--- config.mk ---
export PLATFORM = sky130hd
export DESIGN_NAME = wr_req_arb
export DESIGN_NICKNAME = d
export VERILOG_FILES = /design/src/rtl/wr_req_arb.sv
export SDC_FILE = /design/constraint.sdc
export NUM_CORES = 1
export LEC_CHECK = 0
export BUFFER_PORTS_ARGS = -buffer_cell sky130_fd_sc_hd__buf_2
export CORE_AREA = 2 2 679 681
export CTS_BUF_LIST = sky130_fd_sc_hd__clkbuf_8
export CTS_CLUSTER_DIAMETER = 150
export DETAILED_ROUTE_END_ITERATION = 8
export DIE_AREA = 0 0 681 683
export MAX_ROUTING_LAYER = met4
export PLACE_DENSITY_LB_ADDON = 0.25
export RECOVER_POWER = 50
export SLEW_MARGIN = 25
export SYNTH_ARGS = -nofsm -noshare
export SYNTH_HDL_FRONTEND = slang
export SYNTH_SLANG_ARGS = --single-unit
--- constraint.sdc ---
create_clock -name clk -period 3.2 [get_ports clk]
set_input_delay 0 -clock clk [delete_from_list [all_inputs] [get_ports clk]]
set_output_delay 0 -clock clk [all_outputs]
set_load 0.01 [all_outputs]
--- src/rtl/wr_req_arb.sv ---
// Round-robin arbiter for the line-write channel: tags mdata with the requester ID, routes responses, enforces credits.
// Accept -> wr_req_en and response -> X_rsp_valid each take 1 registered cycle; almostfull or exhausted credit withholds ack.
module wr_req_arb #(
    parameter int ADDR_LMT    = 20,
    parameter int MDATA       = 14,
    parameter int CACHE_WIDTH = 512,
    parameter int MAX_OUT     = 8
) (
    input  logic                   clk,
    input  logic                   reset_n,
    input  logic                   a_req_valid,
    input  logic [ADDR_LMT-1:0]    a_req_addr,
    input  logic [MDATA-2:0]       a_req_mdata,
    input  logic [CACHE_WIDTH-1:0] a_req_data,
    output logic                   a_req_ack,
    output logic [1:0]             a_rsp_valid,
    output logic [MDATA-2:0]       a_rsp_mdata0,
    output logic [MDATA-2:0]       a_rsp_mdata1,
    input  logic                   b_req_valid,
    input  logic [ADDR_LMT-1:0]    b_req_addr,
    input  logic [MDATA-2:0]       b_req_mdata,
    input  logic [CACHE_WIDTH-1:0] b_req_data,
    output logic                   b_req_ack,
    output logic [1:0]             b_rsp_valid,
    output logic [MDATA-2:0]       b_rsp_mdata0,
    output logic [MDATA-2:0]       b_rsp_mdata1,
    output logic [ADDR_LMT-1:0]    wr_req_addr,
    output logic [MDATA-1:0]       wr_req_mdata,
    output logic [CACHE_WIDTH-1:0] wr_req_data,
    output logic                   wr_req_en,
    input  logic                   wr_req_almostfull,
    input  logic                   wr_rsp0_valid,
    input  logic                   wr_rsp1_valid,
    input  logic [MDATA-1:0]       wr_rsp0_mdata,
    input  logic [MDATA-1:0]       wr_rsp1_mdata,
    output logic                   drained
);
    localparam int CW = $clog2(MAX_OUT + 1);
    localparam logic [CW-1:0] CMAX = CW'(MAX_OUT);
    typedef logic [CW+1:0] wide_t;

    logic [CW-1:0]          cnt_a_q, cnt_a_d, cnt_b_q, cnt_b_d;
    logic                   last_q;
    logic                   elig_a, elig_b, gnt_a, gnt_b;
    logic [1:0]             rsp_a, rsp_b;
    logic                   wr_en_q;
    logic [ADDR_LMT-1:0]    wr_addr_q;
    logic [MDATA-1:0]       wr_mdata_q;
    logic [CACHE_WIDTH-1:0] wr_data_q;
    logic [1:0]             a_rsp_vld_q, b_rsp_vld_q;
    logic [MDATA-2:0]       a_md0_q, a_md1_q, b_md0_q, b_md1_q;
    logic                   drained_q;

    // Responses in excess of the outstanding count are a protocol error; clamp instead of wrapping.
    function automatic logic [CW-1:0] next_cnt(input logic [CW-1:0] c, input logic inc,
                                               input logic [1:0] lanes);
        wide_t up, dn;
        up = wide_t'(c) + wide_t'(inc);
        dn = wide_t'(lanes[0]) + wide_t'(lanes[1]);
        return (dn > up) ? '0 : CW'(up - dn);
    endfunction

    always_comb begin
        elig_a  = reset_n && a_req_valid && (cnt_a_q < CMAX) && !wr_req_almostfull;
        elig_b  = reset_n && b_req_valid && (cnt_b_q < CMAX) && !wr_req_almostfull;
        gnt_a   = elig_a && (!elig_b || last_q);
        gnt_b   = elig_b && (!elig_a || !last_q);
        rsp_a   = {wr_rsp1_valid && !wr_rsp1_mdata[MDATA-1], wr_rsp0_valid && !wr_rsp0_mdata[MDATA-1]};
        rsp_b   = {wr_rsp1_valid &&  wr_rsp1_mdata[MDATA-1], wr_rsp0_valid &&  wr_rsp0_mdata[MDATA-1]};
        cnt_a_d = next_cnt(cnt_a_q, gnt_a, rsp_a);
        cnt_b_d = next_cnt(cnt_b_q, gnt_b, rsp_b);
    end

    always_ff @(posedge clk or negedge reset_n) begin
        if (!reset_n) begin
            cnt_a_q     <= '0;
            cnt_b_q     <= '0;
            last_q      <= 1'b1;
            drained_q   <= 1'b1;
            a_rsp_vld_q <= '0;
            b_rsp_vld_q <= '0;
            a_md0_q     <= '0;
            a_md1_q     <= '0;
            b_md0_q     <= '0;
            b_md1_q     <= '0;
        end else begin
            cnt_a_q     <= cnt_a_d;
            cnt_b_q     <= cnt_b_d;
            if (gnt_a)      last_q <= 1'b0;
            else if (gnt_b) last_q <= 1'b1;
            drained_q   <= (cnt_a_q == '0) && (cnt_b_q == '0) && !a_req_valid && !b_req_valid && !wr_en_q;
            a_rsp_vld_q <= rsp_a;
            b_rsp_vld_q <= rsp_b;
            if (rsp_a[0]) a_md0_q <= wr_rsp0_mdata[MDATA-2:0];
            if (rsp_a[1]) a_md1_q <= wr_rsp1_mdata[MDATA-2:0];
            if (rsp_b[0]) b_md0_q <= wr_rsp0_mdata[MDATA-2:0];
            if (rsp_b[1]) b_md1_q <= wr_rsp1_mdata[MDATA-2:0];
        end
    end

    always_ff @(posedge clk or negedge reset_n) begin
        if (!reset_n) begin
            wr_en_q    <= 1'b0;
            wr_addr_q  <= '0;
            wr_mdata_q <= '0;
            wr_data_q  <= '0;
        end else begin
            wr_en_q <= gnt_a || gnt_b;
            if (gnt_a) begin
                wr_addr_q  <= a_req_addr;
                wr_mdata_q <= {1'b0, a_req_mdata};
                wr_data_q  <= a_req_data;
            end else if (gnt_b) begin
                wr_addr_q  <= b_req_addr;
                wr_mdata_q <= {1'b1, b_req_mdata};
                wr_data_q  <= b_req_data;
            end
        end
    end

    assign a_req_ack    = gnt_a;
    assign b_req_ack    = gnt_b;
    assign wr_req_en    = wr_en_q;
    assign wr_req_addr  = wr_addr_q;
    assign wr_req_mdata = wr_mdata_q;
    assign wr_req_data  = wr_data_q;
    assign a_rsp_valid  = a_rsp_vld_q;
    assign b_rsp_valid  = b_rsp_vld_q;
    assign a_rsp_mdata0 = a_md0_q;
    assign a_rsp_mdata1 = a_md1_q;
    assign b_rsp_mdata0 = b_md0_q;
    assign b_rsp_mdata1 = b_md1_q;
    assign drained      = drained_q;

`ifndef SYNTHESIS
    a_no_underflow: assert property (@(posedge clk) disable iff (!reset_n)
        (wide_t'(rsp_a[0]) + wide_t'(rsp_a[1])) <= wide_t'(cnt_a_q));
    b_no_underflow: assert property (@(posedge clk) disable iff (!reset_n)
        (wide_t'(rsp_b[0]) + wide_t'(rsp_b[1])) <= wide_t'(cnt_b_q));
`endif
endmodule

==> results by group, run 1 <==
Placed design
  – IO Port Bufs: 1730
  – Placed Cells: 10400
  – Pre-CTS WS: 370 ps
  – Final HPWL DP: 278000 µm
  – Routability cong.: 0.934

Clocking
  – Setup repair bufs after CTS: 0
  – Root buffer cell: clkbuf_8
  – Maximum root-to-sink buffer count: 4
  – H-tree levels: 4
  – Hold buffers post-CTS: 2118
  – Post-CTS sizing: 0
  – Clock sink total: 613
  – TritonCTS Buffers: 141

Outcome
  – Failing step: 4_1_cts
  – First error: [ERROR RSZ-0060] Max buffer count reached.
  – Outcome: did not finish

Floorplanning
  – I/O pin cnt: 1731
  – Initial Util: 5.52%
  – Rows: 249
  – Die height: 683 µm
  – Die Wd: 681 µm

Logic synthesis
  – Post-Syn Nets: 3724
  – Yosys reg bits: 613
  – Yosys cell types: 37
  – Area fraction of the dominant cell type after synthesis: 60.5%
  – Post-synth EDFFs: 0
  – Synth area leaders: dfrtp_1, nor2_1, o22ai_1
  – Asr flop ratio synth: 100%
  – Post-synthesis cell area: 25300 µm²
  – Average size of a mapped cell: 9.79 µm²
  – Syn Inst Count: 2583
  – Top-count cell post-synth: nor2_1
  – Register area share after synthesis: 60.7%
  – Dominant synthesized flop cell: dfrtp_1
  – Ys Warns: 0
  – List of most frequent post-synthesis cells: nor2_1, dfrtp_1, o22ai_1, buf_2, mux2_2
  – Synth area leader: dfrtp_1
[per-stage QoR]
stage               area [µm²]  utilization, %
floorplan                25300               -
global placement         41300            9.01
detailed placement       41300            9.01
[cell families after synthesis]
family / Yosys count / share of synthesized area [%]
and+or+nand+nor: 1121 / 16.9
DFF: 613 / 60.7
AOI/OAI and AO/OA: 568 / 14.1
buffers and inverters: 208 / 4.95
muxes: 55 / 2.44
adders and majority gates: 16 / 0.851
xor gates and xnor gates: 2 / 0.0693
==> inputs of run 2 (changes only) <==
==> config.mk (replaced) <==
export PLATFORM = sky130hd
export DESIGN_NAME = wr_req_arb
export DESIGN_NICKNAME = d
export VERILOG_FILES = /design/src/rtl/wr_req_arb.sv
export SDC_FILE = /design/constraint.sdc
export NUM_CORES = 1
export LEC_CHECK = 0
export BUFFER_PORTS_ARGS = -buffer_cell sky130_fd_sc_hd__buf_2
export CORE_AREA = 2 2 670 672
export DETAILED_ROUTE_END_ITERATION = 8
export DIE_AREA = 0 0 672 674
export PLACE_DENSITY_LB_ADDON = 0.15
export RECOVER_POWER = 50
export SLEW_MARGIN = 25
export SYNTH_ARGS = -nofsm -noshare
export SYNTH_HDL_FRONTEND = slang
export SYNTH_SLANG_ARGS = --single-unit
==> constraint.sdc (replaced) <==
create_clock -name clk -period 4.2 [get_ports clk]
set_input_delay 0 -clock clk [delete_from_list [all_inputs] [get_ports clk]]
set_output_delay 0 -clock clk [all_outputs]
set_load 0.01 [all_outputs]
==> results by group, run 2 <==
Logic synthesis
  – Yosys reg bits: 613 (unchanged)
  – Dominant synthesized flop cell: dfrtp_1
  – Syn Inst Count: 2583 (unchanged)
  – Ys Warns: 0 (unchanged)
  – List of most frequent post-synthesis cells: nor2_1, dfrtp_1, o22ai_1, buf_2, mux2_2
  – Yosys cell types: 37 (unchanged)
  – Post-synth EDFFs: 0 (unchanged)
  – Average size of a mapped cell: 9.79 µm² (unchanged)
  – Post-Syn Nets: 3724 (unchanged)
  – Synth area leaders: dfrtp_1, nor2_1, o22ai_1
  – Asr flop ratio synth: 100% (unchanged)
  – Top-count cell post-synth: nor2_1
  – Synth area leader: dfrtp_1
  – Register area share after synthesis: 60.7% (unchanged)
  – Area fraction of the dominant cell type after synthesis: 60.5% (unchanged)
  – Post-synthesis cell area: 25300 µm² (unchanged)

Route
  – DRC viols: 0
  – WL final: 310000 µm
  – Vias: 35200
  – Avg WL per Cell: 25.4 µm
  – Routed vias/inst: 2.89
  – Routed Antenna Nets: 0
  – DR iter-0 viols: 1460
  – TritonRoute pass-1 iters: 6

Outcome
  – Failing checks: max-capacitance violations, max-slew violations
  – Outcome: finished, violations left

Finish
  – Area growth from synthesis to layout: 145%
  – Reg area: 15300 µm²
  – Largest register FFs: 512
  – Most frequent cells in the layout: dlygate4sd3_1, buf_2, nor2_1
  – Multi-input gate area: 8710 µm²
  – Final #Nets: 7305
  – Share of cells above drive strength 1: 22.5%
  – Fillers: 51400
  – Most common cell after layout, fill and taps aside: dlygate4sd3_1

Timing
  – Fin crit period: 4050 ps
  – Period utilization: 96.3%
  – Slew Viols, Final: 37
  – Total Negative Setup Slacks: 0 ps
  – Unrepaired setup endpoints after global routing: no
  – Final setup viols: 0
  – Rel. slew slack: -23.8%
  – Skew final: 31.3 ps
  – Endpoints failing hold: 0
  – Worst Tran Pin Value: 1860 ps
  – Fmax: 247 MHz

Clocking
  – Setup repair bufs after CTS: 0 (unchanged)
  – TritonCTS Buffers: 94 (-33%)
  – Root buffer cell: clkbuf_16
  – CTS tree: yes
  – Maximum root-to-sink buffer count: 4 (unchanged)
  – Clock transition at the registers of the reported paths: 60 ps
  – H-tree levels: 3 (-1)
  – Skew-Pair Late Insertion Delay: 820 ps
  – Post-CTS sizing: 0 (unchanged)
  – Clock sink total: 613 (unchanged)

Worst setup path
  – Critical Path Start Type: input port
  – Critical path required time: 4940 ps
  – Crit. End Element: register
  – Critical path class: in2reg
  – Crit-path max FO: 134
  – Critical path arrival: 4780 ps

Floorplanning
  – Die area: 453000 µm²
  – Core ar.: 447000 µm²
  – Rows: 246 (-1.2%)
  – Die height: 674 µm (-1.3%)
  – Die Wd: 672 µm (-1.3%)
  – I/O pin cnt: 1731 (unchanged)
  – Initial Util: 5.66% (+0.14 points)

Job
  – Max_cap viols: 2

Power
  – Worst IR Drop VDD: 0.000340 V
  – Power Dens Cells: 599 nW/µm²
  – Pwr Total: 37.1 mW
  – Leak: 26.0 nW

GRT
  – Vias in the first global route: 38000
  – Largest net degree at the start of global routing: 175
  – Total track usage: 13.1%
  – First-pass GRT wire length: 390000 µm
  – Gr ovfl total: 0
  – Initial antenna violation count: 44

Min path
  – Hold Path Class: in2reg

Placed design
  – IO Port Bufs: 1730 (unchanged)
  – Routability cong.: 0.940 (+0.65%)
  – Final HPWL DP: 264000 µm (-4.9%)
==> run 2: cell counts after synthesis <==
Identical to the previous run, type by type.
==> run 2: cell type report <==
cell class	instances	area share [%]
diodes	11	0.0444
clock buffers	128	4.27
clock inverters	25	0.501
inverters	19	0.115
multi-input cells	1762	14.1
flip-flops and latches	613	24.7
well taps	5952	12.0
repair buffers	3674	44.3
==> run 2: path summary, 6_finish.rpt <==
check / to / cells past startpoint / from / slack, ps
max: wr_req_data[313] / 11 / reset_n / 150
min: b_rsp_mdata0[5] / 3 / wr_rsp0_mdata[5] / 80
max reg2reg: wr_req_data[313] / 8 / cnt_a_q[3] / 280
min reg2reg: drained / 1 / cnt_a_q[0] / 460
max in group asynchronous: wr_req_data[505] / 8 / reset_n / 510
min in group asynchronous: cnt_b_q[2] / 4 / reset_n / 1160
==> run 2: what timing repair did <==
item                        CTS  global route
setup endpoints to repair     0             0
hold buffers               1880             0
hold endpoints to repair    946             0
==> run 2: power breakdown <==
group / internal [mW] / switching (mW)
logic: 6.31 / 12.3
clock network: 4.69 / 3.28
registers: 8.62 / 1.91
==> run 2: layer usage <==
| layer | track usage [%] | wire length, µm |
|---|---|---|
| met1 | 13.1 | 107000 |
| met2 | 23.3 | 153000 |
| met3 | 6.77 | 37400 |
| met4 | 4.51 | 12500 |
| met5 | 0 | 75 |
==> run 2: critical path, stage by stage <==
cell and delay [ps]:
dlygate4sd3_1 530, dlygate4sd3_1 590, buf_8 200, and4bb_1 380, a21o_4 200, buf_4 450
buf_12 450, o22ai_1 250, dlygate4sd3_1 650, nor2_1 100, dlygate4sd3_1 550
==> run 2: logic make-up (layout without fill, tap and decap cells) <==
| family | Yosys count | count (layout) | share of synthesized area, % |
|---|---|---|---|
| simple gates | 1121 | 1121 | 16.9 |
| compound gates | 568 | 568 | 14.1 |
| mux | 55 | 55 | 2.44 |
| flops | 613 | 613 | 60.7 |
| other cells | 0 | 11 | 0 |
| fa+ha+maj | 16 | 16 | 0.851 |
| xor+xnor | 2 | 2 | 0.0693 |
| buf+inv | 208 | 3846 | 4.95 |
==> run 2: through the flow <==
step                      util, %  worst slack, ps  hold WS (ps)  instance area, µm²  std cells
after global placement       9.16             1020         -61.4               40900      10100
after global routing         13.9             30.2          32.4               62000      12200
after CTS                    14.0              263         0.131               62700      12200
final                        13.9              154          78.6               62000      12200
after floorplan                 -             1090          -296               25300       2583
after detailed placement     9.16             1060         -62.4               40900      10100
Power figures use the tool's default switching activity.
==> inputs of run 3 (changes only) <==
--- a/config.mk
+++ b/config.mk
@@ -9,7 +9,7 @@
 export CORE_AREA = 2 2 670 672
 export DETAILED_ROUTE_END_ITERATION = 8
 export DIE_AREA = 0 0 672 674
-export PLACE_DENSITY_LB_ADDON = 0.15
+export PLACE_DENSITY = 0.3
 export RECOVER_POWER = 50
 export SLEW_MARGIN = 25
 export SYNTH_ARGS = -nofsm -noshare
==> results by group, run 3 (synthesis results as in run 2) <==
Worst setup path
  – Critical path arrival: 4830 ps (+50 ps)
  – Critical Path Start Type: input port
  – Critical path required time: 4910 ps (-30 ps)
  – Crit-path max FO: 145 (+8.2%)
  – Critical path class: in2reg
  – Crit. End Element: register

Outcome
  – Failing checks: max-capacitance violations, max-slew violations
  – Outcome: finished, violations left

Placed design
  – Placed Area: 40900 µm² (about the same)
  – IO Port Bufs: 1730 (unchanged)
  – Routability cong.: 0.988 (+5.2%)
  – Final HPWL DP: 275000 µm (+4.2%)

Floorplanning
  – Initial Util: 5.66% (unchanged)
  – Die area: 453000 µm² (unchanged)
  – Rows: 246 (unchanged)
  – Core ar.: 447000 µm² (unchanged)
  – Die Wd: 672 µm (unchanged)
  – Die height: 674 µm (unchanged)
  – I/O pin cnt: 1731 (unchanged)

Finish
  – Area growth from synthesis to layout: 142%
  – Most frequent cells in the layout: dlygate4sd3_1, buf_2, nor2_1
  – Most common cell after layout, fill and taps aside: dlygate4sd3_1
  – Largest register FFs: 512 (unchanged)
  – Finished Cell Area: 61200 µm² (-1.3%)
  – Final #Nets: 7210 (-1.3%)
  – Share of cells above drive strength 1: 23.5% (+0.94 points)
  – Final core utilization: 13.7% (-0.17 points)

Route
  – Routed Antenna Nets: 0 (unchanged)
  – Vias: 35900 (+1.9%)
  – WL final: 320000 µm (+3.2%)
  – Routed vias/inst: 2.96 (+2.5%)
  – Avg WL per Cell: 26.4 µm (+3.8%)
  – DRC viols: 0 (unchanged)
  – TritonRoute pass-1 iters: 5 (-1)
  – DR iter-0 viols: 1988 (+36%)

Timing
  – Worst Tran Pin Value: 2620 ps (+764 ps)
  – Slew Viols, Final: 79 (+110%)
  – Total Negative Setup Slacks: 0 ps (unchanged)
  – Unrepaired setup endpoints after global routing: no
  – Final setup viols: 0 (unchanged)
  – Fin crit period: 4120 ps (+74.3 ps)
  – Fmax: 243 MHz (-1.8%)
  – Skew final: 38.2 ps (+6.82 ps)
  – Period utilization: 98.1% (+1.8 points)
  – Rel. slew slack: -74.7% (-51 points)
  – Endpoints failing hold: 0 (unchanged)

Clocking
  – TritonCTS Buffers: 91 (-3.2%)
  – H-tree levels: 3 (unchanged)
  – Skew-Pair Late Insertion Delay: 810 ps (about the same)
  – Clock sink total: 613 (unchanged)
  – Root buffer cell: clkbuf_16
  – CTS tree: yes
  – Clock transition at the registers of the reported paths: 60 ps (about the same)
  – Maximum root-to-sink buffer count: 4 (unchanged)

GRT
  – Initial antenna violation count: 95 (+120%)
  – Total track usage: 13.5% (+0.41 points)
  – First-pass GRT wire length: 399000 µm (+2.2%)
  – Gr ovfl total: 0 (unchanged)
  – Largest net degree at the start of global routing: 165 (-5.7%)
  – Vias in the first global route: 38100 (+0.27%)

Power
  – Power Dens Cells: 624 nW/µm² (+4.1%)
  – Leak: 25.8 nW (-0.95%)
  – Pwr Total: 38.2 mW (+2.8%)
  – Worst IR Drop VDD: 0.000300 V (-12%)

Min path
  – Hold Path Class: in2reg

Job
  – Max_cap viols: 2 (unchanged)
## run 3: changes by cell type in the layout (fill, tap and decap cells not counted), moves of 7 or more
cell | before | now
buf_2 | 1144 | 1169
buf_4 | 38 | 47
dlygate4sd3_1 | 1879 | 1780
clkbuf_1 | 609 | 582
diode_2 | 11 | 27
bufinv_16 | 5 | 12
## run 3: cell type report
cell class                      instances  area [µm²]
Antenna cell                           27        67.6
Clock buffer                          123        2580
Clock inverter                         34         508
Fill cell                           51400      385000
Inverter                               19        71.3
Multi-Input combinational cell       1762        8710
Sequential cell                       613       15300
Tap cell                             5952        7450
Timing Repair Buffer                 3582       26500
## run 3: worst paths after layout
check / startpoint / endpoint / slack [ps] / depth (start not counted)
max: reset_n / wr_req_data[210] / 80 / 11
min: a_req_data[156] / wr_req_data[156] / 90 / 4
max reg2reg: cnt_a_q[3] / wr_req_data[210] / 410 / 8
min reg2reg: cnt_a_q[0] / drained / 470 / 1
max in group asynchronous: reset_n / wr_req_data[348] / 1100 / 4
min in group asynchronous: reset_n / last_q / 660 / 3
## run 3: through the flow
stage	hold WS (ps)	std cells	worst slack, ps
after detailed placement	-6.84	10100	682
final	85.9	12100	79.8
after CTS	0.140	12100	120
after global placement	-3.17	10100	569
after floorplan	-296	2583	1090
after global routing	44.5	12100	27.6
## run 3: critical path, stage by stage
cell,delay [ps]
dlygate4sd3_1,530
dlygate4sd3_1,590
buf_8,340
and4bb_1,410
a21o_4,180
buf_12,410
buf_16,450
o22ai_1,240
dlygate4sd3_1,640
nor2_1,80
dlygate4sd3_1,540
## run 3: metal layers
layer | share of wire, % | routed length (µm) | global-route usage (%) | up-vias
met5 | 0.055 | 177 | 0 | -
met4 | 4.2 | 13500 | 4.36 | 28
met3 | 16 | 52400 | 9.44 | 445
met2 | 47 | 149000 | 22.9 | 1721
met1 | 33 | 105000 | 13.1 | 17700
li1 | - | - | - | 16000
## run 3: where the power goes
part	total, mW	internal, mW	switching (mW)
Sequential	10.6	8.62	1.99
Clock	8.20	5.01	3.19
Combinational	19.4	6.09	13.3
## run 3: repair_timing
action                                   CTS  global route
buffers inserted                           0             0
endpoints found under the hold margin    875             0
endpoints found under the setup margin     0            50
hold buffers                            1781             0
gates resized for setup                    0             3
==> inputs of run 4 (changes only) <==
==> constraint.sdc (replaced) <==
create_clock -name clk -period 4.3 [get_ports clk]
set_input_delay 0 -clock clk [delete_from_list [all_inputs] [get_ports clk]]
set_output_delay 0 -clock clk [all_outputs]
set_load 0.01 [all_outputs]
==> results by group, run 4 (synthesis results as in run 2) <==
Power
  – Leak: 25.5 nW (-1.3%)
  – Int Pwr: 18.9 mW (-4.2%)
  – Register share of total power: 27.9% (about the same)
  – Switching part of the total power: 48.8% (+0.43 points)
  – Clock power share: 21.4% (about the same)
  – Power Dens Cells: 609 nW/µm² (-2.3%)
  – Gate power share: 50.7% (about the same)
  – P_sw: 18.0 mW (-2.5%)
  – Pwr Total: 36.9 mW (-3.4%)
  – Worst IR Drop VDD: 0.000334 V (+12%)

GRT
  – Initial antenna violation count: 88 (-7.4%)
  – Gr ovfl total: 0 (unchanged)
  – First-pass GRT wire length: 403000 µm (+1.0%)
  – Largest net degree at the start of global routing: 151 (-8.5%)
  – Total track usage: 13.7% (+0.14 points)
  – Vias in the first global route: 38000 (-0.23%)

Timing
  – Final setup viols: 0 (unchanged)
  – Total Negative Setup Slacks: 0 ps (unchanged)
  – Endpoints failing hold: 0 (unchanged)
  – Slew Viols, Final: 269 (+240%)
  – Fin crit period: 4160 ps
  – Worst Tran Pin Value: 2850 ps (+225 ps)
  – Period utilization: 96.7%
  – Unrepaired setup endpoints after global routing: no
  – Rel. slew slack: -89.7% (-15 points)
  – Skew final: 50.2 ps (+12.1 ps)
  – Fmax: 241 MHz
  – Min setup slack post-route: 143 ps (+63.6 ps)

Route
  – TritonRoute pass-1 iters: 5 (unchanged)
  – DR iter-0 viols: 1902 (-4.3%)
  – Routed vias/inst: 2.94 (-0.81%)
  – DRC viols: 0 (unchanged)
  – Vias: 35400 (-1.3%)
  – WL final: 322000 µm (+0.50%)
  – Avg WL per Cell: 26.7 µm (+0.96%)
  – Routed Antenna Nets: 0 (unchanged)

Worst setup path
  – Critical path arrival: 4850 ps (+20 ps)
  – Reg2reg start: cnt_a_q[3]
  – Crit-path max FO: 150 (+3.4%)
  – CP endpoint: wr_req_data[372]
  – CP max-delay cell: dlygate4sd3_1
  – Critical Path Start Type: input port
  – Crit. End Element: register
  – R2R Setup Slk: 320 ps (-90 ps)
  – Critical path class: in2reg
  – Crit path launch: reset_n
  – RR Endpoint: wr_req_data[372]
  – Slowest cell delay on critical path: 630 ps (about the same)
  – Crit path cell chain: dlygate4sd3_1, dlygate4sd3_1, buf_8, and4bb_1, a21o_4, buf_12, buf_12, o22ai_1, dlygate4sd3_1, nor2_1, dlygate4sd3_1
  – CP dominant cell by count: dlygate4sd3_1
  – Reg2reg path depth: 8 (unchanged)
  – Critical path required time: 5000 ps (+90 ps)

Clocking
  – Hold buffers post-CTS: 1733 (-2.7%)
  – Root buffer cell: clkbuf_16
  – Maximum root-to-sink buffer count: 4 (unchanged)
  – Setup repair bufs after CTS: 0 (unchanged)
  – Clock sink total: 613 (unchanged)
  – CTS tree: yes
  – Post-CTS sizing: 0 (unchanged)
  – H-tree levels: 3 (unchanged)
  – Clock transition at the registers of the reported paths: 60 ps (about the same)
  – Skew-Pair Late Insertion Delay: 800 ps (about the same)
  – TritonCTS Buffers: 93 (+2.2%)

Min path
  – Hold depth: 4 (unchanged)
  – Hold Path Class: in2reg

Finish
  – Area growth from synthesis to layout: 139%
  – Share of cells above drive strength 1: 22.9% (-0.57 points)
  – Multi-input gate area: 8710 µm² (unchanged)
  – Fillers: 51300 (-0.12%)
  – Most common cell after layout, fill and taps aside: dlygate4sd3_1
  – Reg area: 15300 µm² (unchanged)
  – Largest register FFs: 512 (unchanged)
  – Final #Nets: 7159 (-0.71%)
  – Most frequent cells in the layout: dlygate4sd3_1, buf_2, nor2_1

Outcome
  – Outcome: finished, violations left
  – Failing checks: max-capacitance violations, max-slew violations

Placed design
  – Final HPWL DP: 277000 µm (+0.59%)
  – IO Port Bufs: 1730 (unchanged)
  – Pre-CTS WS: 820 ps (+139 ps)
  – Routability cong.: 0.989 (about the same)

Floorplanning
  – Core ar.: 447000 µm² (unchanged)
  – Die height: 674 µm (unchanged)
  – Rows: 246 (unchanged)
  – Die Wd: 672 µm (unchanged)
  – Initial Util: 5.66% (unchanged)
  – I/O pin cnt: 1731 (unchanged)
  – Die area: 453000 µm² (unchanged)

Job
  – Max_cap viols: 5 (+3)
-- run 4: changes by cell type in the layout (fill, tap and decap cells not counted), sizes merged --
cell         change
bufinv           -2
buf             -44
clkinvlp         -4
dlygate4sd3     -48
clkbuf          +39
diode            -3
clkinv           +7
-- run 4: metal layers --
| layer | part of all wire (%) | up-vias | track usage (%) |
|---|---|---|---|
| met5 | 0.054 | - | 0 |
| met4 | 4.0 | 28 | 4.18 |
| met3 | 16 | 430 | 9.90 |
| met2 | 47 | 1575 | 23.2 |
| met1 | 33 | 17500 | 13.0 |
| li1 | - | 15800 | - |
-- run 4: area by class of cell --
| type | instances | area share (%) |
|---|---|---|
| diodes | 24 | 0.0992 |
| well taps | 5952 | 12.3 |
| clock inverters | 35 | 0.761 |
| multi-input cells | 1762 | 14.4 |
| inverters | 19 | 0.118 |
| clock buffers | 123 | 4.25 |
| flip-flops and latches | 613 | 25.3 |
| repair buffers | 3529 | 42.7 |
-- run 4: worst min-delay path by stage --
stage | from | end | slack, ps
5_1_grt | a_req_data[415] | wr_req_data[415] | 30
3_3_place_gp | reset_n | cnt_a_q[1] | -9
3_5_place_dp | reset_n | cnt_a_q[1] | -8
4_1_cts | a_req_data[324] | wr_req_data[324] | 0.2
6_report | b_req_data[11] | wr_req_data[11] | 90
2_1_floorplan | reset_n | a_rsp_mdata0[0] | -300
-- run 4: per-stage QoR --
stage	utilization, %	hold WS (ps)	std cells	area, µm²
floorplan	-	-296	2583	25300
global placement	9.16	-9.48	10100	40900
detailed placement	9.16	-7.65	10100	40900
CTS	13.7	0.153	12000	61300
global route	13.6	34.4	12000	60500
finish	13.6	86.3	12100	60500
-- run 4: worst max-delay path: cells and delay by family --
family / cells / cell delay [ps]
buf+inv: 7 / 3430
compound gates: 2 / 540
simple gates: 2 / 460
-- run 4: power groups by stage --
stage / clock network [mW] / registers, mW / logic [mW]
CTS: 8.29 / 10.3 / 20.4
floorplan: 0 / 11.1 / 3.27
global route: 8.46 / 10.6 / 20.5
finish: 7.90 / 10.3 / 18.7
global placement: 0 / 10.3 / 17.4
detailed placement: 0 / 10.3 / 17.3
